===== config.mk =====
export PLATFORM = sky130hd
export DESIGN_NAME = sar_search
export DESIGN_NICKNAME = d
export VERILOG_FILES = /design/src/rtl/sar_search.sv
export SDC_FILE = /design/constraint.sdc
export NUM_CORES = 1
export LEC_CHECK = 0
export ABC_AREA = 1
export BUFFER_PORTS_ARGS = -buffer_cell sky130_fd_sc_hd__buf_2
export CORE_ASPECT_RATIO = 0.7
export CORE_UTILIZATION = 40
export CTS_CLUSTER_SIZE = 25
export DETAILED_ROUTE_END_ITERATION = 8
export MAX_ROUTING_LAYER = met4
export PLACE_DENSITY = 0.59
export REMOVE_ABC_BUFFERS = 1
export SYNTH_ARGS = -nofsm -noshare
export SYNTH_HDL_FRONTEND = slang
export SYNTH_SLANG_ARGS = --single-unit
export TNS_END_PERCENT = 10

===== constraint.sdc =====
create_clock -name clock -period 3 [get_ports clock]
set_clock_uncertainty 0.1 [all_clocks]
set_input_delay 0.15 -clock clock [delete_from_list [all_inputs] [get_ports clock]]
set_output_delay 0.15 -clock clock [all_outputs]
set_load 0.01 [all_outputs]

===== src/rtl/sar_search.sv =====
// MSB-first successive-approximation search engine driving an external
// magnitude comparator through a probe / response handshake.
module sar_search #(
  parameter int WIDTH = 8
) (
  input  logic             clock,
  input  logic             reset_n,
  input  logic             start,
  input  logic             abort,
  input  logic             cmp_valid,
  input  logic             cmp_eq,
  input  logic             cmp_gt,
  output logic [WIDTH-1:0] probe,
  output logic             probe_valid,
  output logic             busy,
  output logic             done,
  output logic [WIDTH-1:0] result,
  output logic             found
);

  localparam int IDX_W = (WIDTH > 2) ? $clog2(WIDTH) : 1;
  localparam logic [WIDTH-1:0] ONE = WIDTH'(1);

  typedef enum logic [1:0] {IDLE, ISSUE, UPDATE, DONE} state_t;

  state_t            state_q, state_d;
  logic [WIDTH-1:0]  acc_q, acc_d;
  logic [IDX_W-1:0]  idx_q, idx_d;
  logic [WIDTH-1:0]  probe_q, probe_d;
  logic [WIDTH-1:0]  result_q, result_d;
  logic              found_q, found_d;
  logic              eq_q, eq_d;
  logic              gt_q, gt_d;
  logic              pv_q, pv_d;
  logic              busy_q, busy_d;
  logic              done_q, done_d;
  logic [WIDTH-1:0]  acc_upd;

  always_comb begin
    state_d  = state_q;
    acc_d    = acc_q;
    idx_d    = idx_q;
    probe_d  = probe_q;
    result_d = result_q;
    found_d  = found_q;
    eq_d     = eq_q;
    gt_d     = gt_q;
    acc_upd  = acc_q;

    case (state_q)
      IDLE: begin
        if (start && !abort) begin
          acc_d   = '0;
          idx_d   = IDX_W'(WIDTH - 1);
          probe_d = ONE << (WIDTH - 1);
          state_d = ISSUE;
        end
      end
      ISSUE: begin
        if (abort) begin
          state_d = IDLE;
        end else if (cmp_valid) begin
          eq_d    = cmp_eq;
          gt_d    = cmp_gt;
          state_d = UPDATE;
        end
      end
      UPDATE: begin
        if (abort) begin
          state_d = IDLE;
        end else if (eq_q) begin
          // EQ wins even when gt was captured alongside it
          result_d = probe_q;
          found_d  = 1'b1;
          state_d  = DONE;
        end else begin
          acc_upd = gt_q ? (acc_q | (ONE << idx_q)) : (acc_q & ~(ONE << idx_q));
          acc_d   = acc_upd;
          if (idx_q == '0) begin
            result_d = acc_upd;
            found_d  = 1'b0;
            state_d  = DONE;
          end else begin
            idx_d   = idx_q - IDX_W'(1);
            probe_d = acc_upd | (ONE << (idx_q - IDX_W'(1)));
            state_d = ISSUE;
          end
        end
      end
      DONE: begin
        state_d = IDLE;
      end
      default: begin
        state_d = IDLE;
      end
    endcase

    // Status outputs are decoded from the next state so they register in step with it
    pv_d   = (state_d == ISSUE);
    busy_d = (state_d != IDLE);
    done_d = (state_d == DONE);
  end

  always_ff @(posedge clock or negedge reset_n) begin
    if (!reset_n) begin
      state_q  <= IDLE;
      acc_q    <= '0;
      idx_q    <= '0;
      probe_q  <= '0;
      result_q <= '0;
      found_q  <= 1'b0;
      eq_q     <= 1'b0;
      gt_q     <= 1'b0;
      pv_q     <= 1'b0;
      busy_q   <= 1'b0;
      done_q   <= 1'b0;
    end else begin
      state_q  <= state_d;
      acc_q    <= acc_d;
      idx_q    <= idx_d;
      probe_q  <= probe_d;
      result_q <= result_d;
      found_q  <= found_d;
      eq_q     <= eq_d;
      gt_q     <= gt_d;
      pv_q     <= pv_d;
      busy_q   <= busy_d;
      done_q   <= done_d;
    end
  end

  assign probe       = probe_q;
  assign probe_valid = pv_q;
  assign busy        = busy_q;
  assign done        = done_q;
  assign result      = result_q;
  assign found       = found_q;

endmodule


==> run_results.csv <==
group,metric,value,unit
route,vias,1575,
cells_and_area,area_growth,13.9,%
route,via_per_inst,4.83,
global_routing,grt_max_degree,36,
clock_tree,htreeDepth,2,
route,drt-total-wl,4.09,mm
cells_and_area,fill_cells,450,
pwr,switching_share,0.347,
die,die_w,83.5,um
cells_and_area,drive_above_1_share,0.192,
placement,io_buffer_count,26,
global_routing,grt_overflow_total,0,
worst_setup_path,crit_family,"simple AND/OR/NAND/NOR gates",
global_routing,grt_antenna_before_repair,0,
synth,synth_area,0.00186,mm^2
worst_setup_path,critPathCaptureType,"flip-flop",
sta,setup_tns,0,ps
placement,gp_congestion,0.831,
pwr,p_seq_frac,0.418,
die,fp.dieArea,0.00493,mm^2
sta,setup_slack,1150,ps
placement,dp_hpwl,3.03,mm
pwr,clkPwrFrac,0.317,
sta,period_share,0.618,
die,core-area,0.00440,mm^2
sta,worst_pin_slew,780,ps
worst_setup_path,worstSetupPathType,"flip-flop to flip-flop",
worst_setup_path,cpPeakStageDelay,430,ps
clock_tree,clock_sinks,35,
pwr,switching_power,0.000491,W
sta,hold_viol_final,0,
global_routing,first_global_vias,1391,
clock_tree,ctsResizeCount,0,
worst_setup_path,critPathBufInv,2,
synth,syn_avg_cell_area,7.66,um^2
clock_tree,clk_latency,290,ps
route,final_antenna_net_count,0,
route,drtPass1Iterations,4,
die,rows,20,
worst_setup_path,crit_path_max_fanout,13,
worst_setup_path,crit_required,3130,ps
flow_run,drv_cap,0,
cells_and_area,fin_nets,283,
sta,finalCriticalPeriod,1850,ps
cells_and_area,layout_common_cells,"nand2_1 (107), dfrtp_1 (35), nand3_1 (32), buf_2 (26), inv_1 (17)",
cells_and_area,final_common_cell,"nand2_1",
clock_tree,numCtsBuffers,5,
worst_setup_path,startpoint_type,"flip-flop",
die,die_height,59.1,um
pwr,power.density,667,mW/mm^2
cells_and_area,final_cells,326,
synth,netlist_instances,243,
cells_and_area,antennaDiodeCount,0,
clock_tree,cts_root_buf,"clkbuf_8",
worst_setup_path,path_cells,"inv_1 -> ha_1 -> nand2_2 -> nand2_2 -> nand3_2 -> inv_2 -> nand2_1 -> nand2_1",
synth,ys_warn_count,0,
pwr,internal_power,0.000922,W
placement,pre_cts_slack,1180,ps
synth,ys_seq_area_frac,0.471,
sta,setup_violations,0,
pwr,ir_drop,0.260,mV
pwr,leakage,1.22,nW
sta,drv_slew,0,
clock_tree,cts_tree,"yes",
global_routing,grt_pass1_wl,6.67,mm
global_routing,grt_usage,0.186,
sta,timing.fmax,0.539,GHz
die,start_util,0.422,
sta,slew_headroom,0.480,
run_status,status,"finished, final reports clean",
synth,ys_types,17,
route,drc_errors,0,
worst_setup_path,critPathSlowestCell,"dfrtp_1",
clock_tree,cts.path.max_buffers,2,
clock_tree,cts.clk_slew.worst_paths,70,ps
die,pin_count,27,
min_path,hp-class,"primary input to flip-flop",
worst_setup_path,arrival,1980,ps
pwr,power_frac_comb,0.265,
route,wl_per_cell,12.5,um
cells_and_area,fin_util,0.481,
placement,dpl.cell_count,317,
route,drt_iter0_drc,62,
sta,rsz0062_at_grt,"false",
synth,synth_seq_cells,35,
==> logic make-up after synthesis <==
| group | count (synthesis) | share of synthesized area |
|---|---|---|
| AND/OR/NAND/NOR | 156 | 0.355 |
| flip-flops | 35 | 0.471 |
| buffers and inverters | 30 | 0.0827 |
| AO/OA/AOI/OAI | 16 | 0.0511 |
| adder cells (fa/ha/maj) | 6 | 0.0403 |
==> power by group through the flow <==
stage | sequential, W | combinational, W | clock (W)
2_1_floorplan | 0.000605 | 0.000240 | 0
3_3_place_gp | 0.000598 | 0.000374 | 0
3_5_place_dp | 0.000600 | 0.000373 | 0
4_1_cts | 0.000590 | 0.000376 | 0.000458
5_1_grt | 0.000597 | 0.000422 | 0.000479
6_report | 0.000591 | 0.000374 | 0.000449
==> area by class of cell <==
cell class | count | area [um^2] | share of cell area
Tap cell | 55 | 68.8 | 0.0325
Timing Repair Buffer | 27 | 140 | 0.0661
Inverter | 23 | 86.3 | 0.0407
Clock buffer | 6 | 82.6 | 0.0390
Clock inverter | 2 | 35.0 | 0.0165
Sequential cell | 35 | 876 | 0.413
Multi-Input combinational cell | 178 | 831 | 0.392
==> what timing repair did <==
action,CTS,global route
hold buffers,1,0
endpoints found under the hold margin,35,0
setup buffers,0,0
==> path summary, 6_finish.rpt <==
check | from | to | slack, ps | depth (start not counted)
hold reg to reg | result[7] | result[7] | 380 | 2
setup reg to reg | idx_q[1] | result[5] | 1150 | 8
max in group asynchronous | reset_n | busy | 1940 | 2
hold / removal | cmp_eq | eq_q | 10 | 3
setup / recovery | idx_q[1] | result[5] | 1150 | 8
min in group asynchronous | reset_n | probe[1] | 370 | 2
==> worst reg2reg max path: stages, from the launching register on <==
cell,delay [ps]
dfrtp_1,430
inv_1,130
ha_1,280
nand2_2,100
nand2_2,100
nand3_2,260
inv_2,250
nand2_1,90
nand2_1,50
==> state kept, by name, summed over array words and instances, names as in the netlist <==
register	cells
probe_valid	1
result	8
acc_q	8
idx_q	3
done	1
found	1
eq_q	1
state_q	2
probe	8
gt_q	1
busy	1
==> through the flow <==
step	hold slack, ps	area (um^2)	total power [W]
after floorplan	-246	1790	0.000845
after detailed placement	185	1990	0.000973
final	14.1	2120	0.00141
after CTS	6.53	2120	0.00142
after global placement	181	1990	0.000972
after global routing	7.60	2120	0.00150
==> synth_stat cells <==
cell type,count,area share
a21oi_1,3,0.0081
nand3_2,2,0.011
nand2_2,6,0.020
nand3_1,32,0.086
buf_4,3,0.012
o21ai_1,8,0.022
o21ai_0,1,0.0027
nor2_4,1,0.0061
nand2_1,107,0.22
nor2_1,8,0.016
inv_2,5,0.010
dfrtp_1,35,0.47
o21ai_2,4,0.019
buf_6,4,0.024
ha_1,6,0.040
inv_1,17,0.034
clkinv_1,1,0.0020
==> per-layer routing <==
layer  track usage  share of wire  up-vias
li1              -              -      813
met1         0.252           0.52      720
met2         0.273           0.42       40
met3        0.0613          0.057        2
met4        0.0412         0.0051        0
met5             -              0        -
Power figures use the tool's default switching activity.
